$ cat config.mk
export PLATFORM = sky130hd
export DESIGN_NAME = snd_dma_addr
export DESIGN_NICKNAME = d
export VERILOG_FILES = /design/src/rtl/gstmcu_snd_pkg.sv /design/src/rtl/snd_addr_reg.sv /design/src/rtl/snd_dma_addr.sv
export SDC_FILE = /design/constraint.sdc
export NUM_CORES = 1
export LEC_CHECK = 0
export BUFFER_PORTS_ARGS = -buffer_cell sky130_fd_sc_hd__clkbuf_2
export CORE_MARGIN = 4
export CORE_UTILIZATION = 40
export DETAILED_ROUTE_END_ITERATION = 12
export GPL_TIMING_DRIVEN = 0
export HOLD_SLACK_MARGIN = 0.06
export PLACE_DENSITY = 0.65
export REMOVE_ABC_BUFFERS = 1
export SLEW_MARGIN = 0
export SYNTH_ARGS = -nofsm -noshare
export SYNTH_HDL_FRONTEND = slang
export SYNTH_HIERARCHICAL = 1
export SYNTH_SLANG_ARGS = --single-unit
$ cat constraint.sdc
create_clock -name clk32 -period 2.1 [get_ports clk32]
set_input_delay 0.105 -clock clk32 [delete_from_list [all_inputs] [get_ports clk32]]
set_output_delay 0.105 -clock clk32 [all_outputs]
set_load 0.03 [all_outputs]
$ cat src/rtl/gstmcu_snd_pkg.sv
// rtl/gstmcu_snd_pkg.sv - sound DMA register indices, control bits, state enum, byte helpers
package gstmcu_snd_pkg;

    localparam int unsigned ADDR_W = 21;

    localparam logic [4:0] REG_CTRL     = 5'd0;
    localparam logic [4:0] REG_START_HI = 5'd1;
    localparam logic [4:0] REG_START_MI = 5'd2;
    localparam logic [4:0] REG_START_LO = 5'd3;
    localparam logic [4:0] REG_CNT_HI   = 5'd4;
    localparam logic [4:0] REG_CNT_MI   = 5'd5;
    localparam logic [4:0] REG_CNT_LO   = 5'd6;
    localparam logic [4:0] REG_END_HI   = 5'd7;
    localparam logic [4:0] REG_END_MI   = 5'd8;
    localparam logic [4:0] REG_END_LO   = 5'd9;

    localparam int unsigned CTRL_PLAY_BIT = 0;
    localparam int unsigned CTRL_REP_BIT  = 1;

    typedef enum logic {
        ST_IDLE = 1'b0,
        ST_PLAY = 1'b1
    } snd_state_e;

    // Word address bit n sits at byte address bit n+1.
    function automatic logic [7:0] addr_hi_byte(input logic [ADDR_W-1:0] a);
        return {2'b00, a[20:15]};
    endfunction

    function automatic logic [7:0] addr_mi_byte(input logic [ADDR_W-1:0] a);
        return a[14:7];
    endfunction

    function automatic logic [7:0] addr_lo_byte(input logic [ADDR_W-1:0] a);
        return {a[6:0], 1'b0};
    endfunction

endpackage

$ cat src/rtl/snd_addr_reg.sv
// rtl/snd_addr_reg.sv - 21-bit word address register written and read as three byte lanes
module snd_addr_reg
    import gstmcu_snd_pkg::*;
(
    input  logic              clk32,
    input  logic              porb,
    input  logic              wr_hi,
    input  logic              wr_mi,
    input  logic              wr_lo,
    input  logic [7:0]        di,
    output logic [ADDR_W-1:0] q,
    output logic [7:0]        do_hi,
    output logic [7:0]        do_mi,
    output logic [7:0]        do_lo
);

    logic [ADDR_W-1:0] addr_q;

    always_ff @(posedge clk32 or negedge porb) begin
        if (!porb) begin
            addr_q <= '0;
        end else begin
            if (wr_hi) addr_q[20:15] <= di[5:0];
            if (wr_mi) addr_q[14:7]  <= di;
            if (wr_lo) addr_q[6:0]   <= di[7:1];
        end
    end

    assign q     = addr_q;
    assign do_hi = addr_hi_byte(addr_q);
    assign do_mi = addr_mi_byte(addr_q);
    assign do_lo = addr_lo_byte(addr_q);

endmodule

$ cat src/rtl/snd_dma_addr.sv
// rtl/snd_dma_addr.sv - sound DMA frame address counter; SNDDMA_CNT_READ_EN exposes counter reads
module snd_dma_addr
    import gstmcu_snd_pkg::*;
(
    input  logic              clk32,
    input  logic              porb,
    input  logic              reg_sel,
    input  logic              reg_wr,
    input  logic [4:0]        reg_a,
    input  logic [7:0]        reg_di,
    output logic [7:0]        reg_do,
    input  logic              fetch_en,
    output logic [ADDR_W-1:0] snd,
    output logic [ADDR_W-1:0] sft,
    output logic              sndon,
    output logic              sfrep,
    output logic              sfend
);

    logic              wr_en;
    logic              ctrl_wr;
    logic [ADDR_W-1:0] start_q;
    logic [ADDR_W-1:0] end_q;
    logic [7:0]        start_hi, start_mi, start_lo;
    logic [7:0]        end_hi, end_mi, end_lo;

    snd_state_e        state, state_nxt;
    logic              rep_q, rep_nxt;
    logic [ADDR_W-1:0] snd_q, snd_nxt;
    logic [ADDR_W-1:0] sft_q, sft_nxt;
    logic              sfend_q, sfend_nxt;

    assign wr_en   = reg_sel & reg_wr;
    assign ctrl_wr = wr_en && (reg_a == REG_CTRL);

    snd_addr_reg u_start (
        .clk32 (clk32),
        .porb  (porb),
        .wr_hi (wr_en && (reg_a == REG_START_HI)),
        .wr_mi (wr_en && (reg_a == REG_START_MI)),
        .wr_lo (wr_en && (reg_a == REG_START_LO)),
        .di    (reg_di),
        .q     (start_q),
        .do_hi (start_hi),
        .do_mi (start_mi),
        .do_lo (start_lo)
    );

    snd_addr_reg u_end (
        .clk32 (clk32),
        .porb  (porb),
        .wr_hi (wr_en && (reg_a == REG_END_HI)),
        .wr_mi (wr_en && (reg_a == REG_END_MI)),
        .wr_lo (wr_en && (reg_a == REG_END_LO)),
        .di    (reg_di),
        .q     (end_q),
        .do_hi (end_hi),
        .do_mi (end_mi),
        .do_lo (end_lo)
    );

    always_ff @(posedge clk32 or negedge porb) begin
        if (!porb) begin
            state   <= ST_IDLE;
            rep_q   <= 1'b0;
            snd_q   <= '0;
            sft_q   <= '0;
            sfend_q <= 1'b0;
        end else begin
            state   <= state_nxt;
            rep_q   <= rep_nxt;
            snd_q   <= snd_nxt;
            sft_q   <= sft_nxt;
            sfend_q <= sfend_nxt;
        end
    end

    // Reloads read start_q/end_q, i.e. the value held before any coincident register write.
    always_comb begin
        state_nxt = state;
        rep_nxt   = rep_q;
        snd_nxt   = snd_q;
        sft_nxt   = sft_q;
        sfend_nxt = 1'b0;
        if (ctrl_wr) rep_nxt = reg_di[CTRL_REP_BIT];
        case (state)
            ST_IDLE: begin
                if (ctrl_wr && reg_di[CTRL_PLAY_BIT]) begin
                    state_nxt = ST_PLAY;
                    snd_nxt   = start_q;
                    sft_nxt   = end_q;
                end
            end
            ST_PLAY: begin
                if (ctrl_wr && !reg_di[CTRL_PLAY_BIT]) begin
                    state_nxt = ST_IDLE;
                end else if (fetch_en) begin
                    if (snd_q != sft_q) begin
                        snd_nxt = snd_q + 1'b1;
                    end else begin
                        sfend_nxt = 1'b1;
                        if (rep_q) begin
                            snd_nxt = start_q;
                            sft_nxt = end_q;
                        end else begin
                            state_nxt = ST_IDLE;
                        end
                    end
                end
            end
            default: state_nxt = ST_IDLE;
        endcase
    end

    always_comb begin
        reg_do = 8'h00;
        case (reg_a)
            REG_CTRL:     reg_do = {6'b000000, rep_q, state == ST_PLAY};
            REG_START_HI: reg_do = start_hi;
            REG_START_MI: reg_do = start_mi;
            REG_START_LO: reg_do = start_lo;
`ifdef SNDDMA_CNT_READ_EN
            REG_CNT_HI:   reg_do = addr_hi_byte(snd_q);
            REG_CNT_MI:   reg_do = addr_mi_byte(snd_q);
            REG_CNT_LO:   reg_do = addr_lo_byte(snd_q);
`endif
            REG_END_HI:   reg_do = end_hi;
            REG_END_MI:   reg_do = end_mi;
            REG_END_LO:   reg_do = end_lo;
            default:      reg_do = 8'h00;
        endcase
    end

    assign snd   = snd_q;
    assign sft   = sft_q;
    assign sndon = (state == ST_PLAY);
    assign sfrep = rep_q;
    assign sfend = sfend_q;

endmodule

==> load_flow_metrics.sql <==
INSERT INTO impl_metrics (metric_group, metric, value, unit) VALUES
('floorplan', 'core-area', '12800', 'um^2'),
('run_status', 'failed_checks', 'negative setup slack', ''),
('worst_setup_path', 'crit_path_end_kind', 'register', ''),
('clock_tree', 'clock_tree.buffer_depth', '2', ''),
('timing', 'setup-tns-final', '-1.65', 'ns'),
('timing', 'finalHoldViolCount', '0', ''),
('clock_tree', 'cts_htree_levels', '3', ''),
('timing', 'setup_violations', '28', ''),
('finish', 'post-route-util', '0.499', ''),
('timing', 'period_needed', '2.22', 'ns'),
('timing', 'maxSlewHeadroom', '0.414', ''),
('worst_setup_path', 'cp_slowest_stage_delay', '0.47', 'ns'),
('worst_setup_path', 'worst_path_bufs_invs', '1', ''),
('placed_design', 'placed_cells', '641', ''),
('global_route', 'busiest_layer', 'met2', ''),
('timing', 'setup_repair_after_global_routing_missed_its_margin', 'true', ''),
('route', 'ant_nets', '0', ''),
('floorplan', 'ios', '71', ''),
('worst_setup_path', 'rrSetupSlack', '-0.12', 'ns'),
('run_status', 'outcome', 'finished with violations', ''),
('synth', 'yosysWarnings', '6', ''),
('finish', 'syn_to_final_growth', '20.8', '%'),
('clock_tree', 'cts_root_buf', 'clkbuf_16', ''),
('timing', 'worst_slew_pin_slew', '0.876', 'ns'),
('worst_setup_path', 'worstSetupStartpointType', 'register', ''),
('power', 'total_leakage_power', '2.86', 'nW'),
('synth', 'synthesis.area_per_instance', '11.3', 'um^2'),
('clock_tree', 'cts_inserted_buffers', '9', ''),
('power', 'power-per-cell-area', '1210', 'nW/um^2'),
('floorplan', 'rows', '41', ''),
('run', 'max-cap-violations', '0', ''),
('floorplan', 'chipHeight', '123', 'um'),
('timing', 'timing.final.ws_setup', '-0.116', 'ns'),
('global_route', 'grt_max_degree', '47', ''),
('floorplan', 'die_w', '123', 'um'),
('worst_setup_path', 'critical_path_required', '2.33', 'ns'),
('finish', 'final_common_cell', 'dfrtp_1', ''),
('floorplan', 'initial_core_util', '0.413', ''),
('worst_setup_path', 'critical_path.reg2reg.startpoint', 'sft[1]', ''),
('synth', 'synth_sequential_area_ratio', '0.413', ''),
('placed_design', 'place.gp.congestion', '0.866', ''),
('synth', 'netlist-cell-type-count', '52', ''),
('timing', 'final_min_period_over_clock_period', '1.06', ''),
('worst_setup_path', 'worstPathArrival', '2.44', 'ns'),
('worst_setup_path', 'r2r_cells', '7', ''),
('synth', 'postSynthRegisterBits', '87', ''),
('global_route', 'grt_util_met3', '0.0521', ''),
('clock_tree', 'cts.sink_count', '87', ''),
('clock_tree', 'worst_skew_pair.late_latency', '0.35', 'ns'),
('route', 'routed_wl', '16000', 'um'),
('route', 'drt-initial-drc-count', '431', ''),
('route', 'total_number_of_vias', '4178', ''),
('synth', 'cell_area_synth', '5280', 'um^2'),
('route', 'drt-wirelength-per-cell', '22.9', 'um'),
('worst_hold_path', 'hold_class', 'in2reg', ''),
('route', 'drc', '0', ''),
('floorplan', 'die-area', '15100', 'um^2'),
('placed_design', 'detailed_place.area', '5380', 'um^2'),
('worst_setup_path', 'crit_chain', 'xnor2_2, nand4_1, nor3_4, buf_6, nand2_8, o32a_4, mux2_4', ''),
('synth', 'syn_inst', '468', ''),
('route', 'detailedRoute.firstPassIterationCount', '7', ''),
('finish', 'stdcell_count', '697', ''),
('global_route', 'first_global_vias', '4168', ''),
('worst_setup_path', 'timing.critical_path.fanout_max', '6', ''),
('route', 'vias_per_inst', '5.99', ''),
('clock_tree', 'cts_tree', 'yes', ''),
('worst_setup_path', 'timing_worst_setup_path_type', 'reg2reg', ''),
('worst_hold_path', 'startpoint_of_the_worst_hold_path', 'reg_di[7]', ''),
('placed_design', 'buffer_ports.inserted', '70', ''),
('worst_hold_path', 'worst_hold_path.endpoint', 'u_start/q[14]', ''),
('global_route', 'gr-usage-all-layers', '0.216', '');
-- area by class of cell --
class,instances,area (um^2)
Multi-Input combinational cell,301,2870
Tap cell,172,215
Inverter,14,52.6
Timing Repair Buffer,107,729
Sequential cell,87,2190
Clock buffer,12,256
Clock inverter,4,53.8
Fill cell,1109,6400
-- cell usage after synthesis (all sizes together) --
cell type | instances | area share
a221o | 1 | 0.0019
o32a | 1 | 0.0019
xnor2 | 16 | 0.027
nor2 | 13 | 0.0092
a41oi | 1 | 0.0017
a21o | 1 | 0.0014
nand2 | 25 | 0.018
nor2b | 3 | 0.0036
clkbuf | 8 | 0.0057
a311oi | 1 | 0.0017
inv | 14 | 0.010
o21ai | 5 | 0.0047
dfrtp | 87 | 0.41
buf | 67 | 0.096
a31o | 1 | 0.0017
a31oi | 2 | 0.0036
and4 | 4 | 0.0066
o2111a | 1 | 0.0021
and3 | 13 | 0.015
nand4 | 10 | 0.013
a221oi | 8 | 0.013
or3 | 1 | 0.0012
and2 | 3 | 0.0036
a21oi | 11 | 0.010
nand3 | 16 | 0.015
mux2 | 64 | 0.18
conb | 2 | 0.0014
o31ai | 6 | 0.0085
xor2 | 5 | 0.0083
a41o | 1 | 0.0019
nor4 | 2 | 0.0052
o22ai | 2 | 0.0024
o211ai | 7 | 0.010
ha | 1 | 0.0024
a222oi | 2 | 0.0038
nor3 | 8 | 0.010
or2 | 3 | 0.0036
a211oi | 7 | 0.010
nand2b | 4 | 0.0047
a2bb2oi | 5 | 0.0083
a22oi | 22 | 0.031
nand3b | 1 | 0.0014
mux2i | 12 | 0.023
nor4b | 1 | 0.0017
-- metal layers --
metal	up-vias	part of all wire	wire length (um)
met1	2087	0.40	6440
met2	252	0.47	7490
li1	1791	-	-
met4	0	0.039	628
met3	48	0.089	1420
met5	-	0	0
-- state kept, by name, summed over array words and instances, names as in the netlist --
signal	flops
sft	21
snd	21
u_end/q	21
u_start/q	21
sfend	1
sfrep	1
sndon	1
-- where the power goes --
group	leakage (nW)	internal [mW]	switching [mW]
Clock	0.145	0.990	0.682
Combinational	1.59	1.36	1.77
Sequential	1.12	2.13	0.762
-- worst max-delay path by stage --
stage                     startpoint  endpoint  slack, ns  depth (start not counted)
final                         sft[1]    sft[7]      -0.12                          7
after detailed placement      snd[1]    snd[4]      -0.92                          6
after global routing          sft[1]    sft[7]      -0.16                          7
after floorplan               snd[6]    snd[0]      -0.65                          5
after CTS                     snd[1]    sft[7]      -0.10                          7
after global placement        snd[1]    snd[6]      -1.09                          6
-- stage by stage --
stage	setup WS [ns]	hold slack [ns]	total power [mW]
5_1_grt	-0.160	0.0835	8.02
3_3_place_gp	-1.09	0.396	5.39
3_5_place_dp	-0.915	0.201	5.47
4_1_cts	-0.101	0.0692	7.52
2_1_floorplan	-0.654	-0.191	4.52
6_report	-0.116	0.0829	7.70
-- logic make-up after synthesis --
family,after synthesis,synth area share
other,2,0.00142
AND/OR/NAND/NOR,107,0.113
XOR/XNOR,21,0.0348
AO/OA/AOI/OAI,85,0.120
multiplexers,76,0.203
adder cells (fa/ha/maj),1,0.00237
buffers and inverters,89,0.112
flip-flops,87,0.413
-- repair_timing --
action	in CTS	in global routing
pin swaps	11	12
hold buffers	3	0
gates cloned	6	0
endpoints found under the hold margin	51	0
gates resized for setup	53	30
setup endpoints to repair	70	42
buffers inserted	27	4
(Power assumes the default switching activity.)
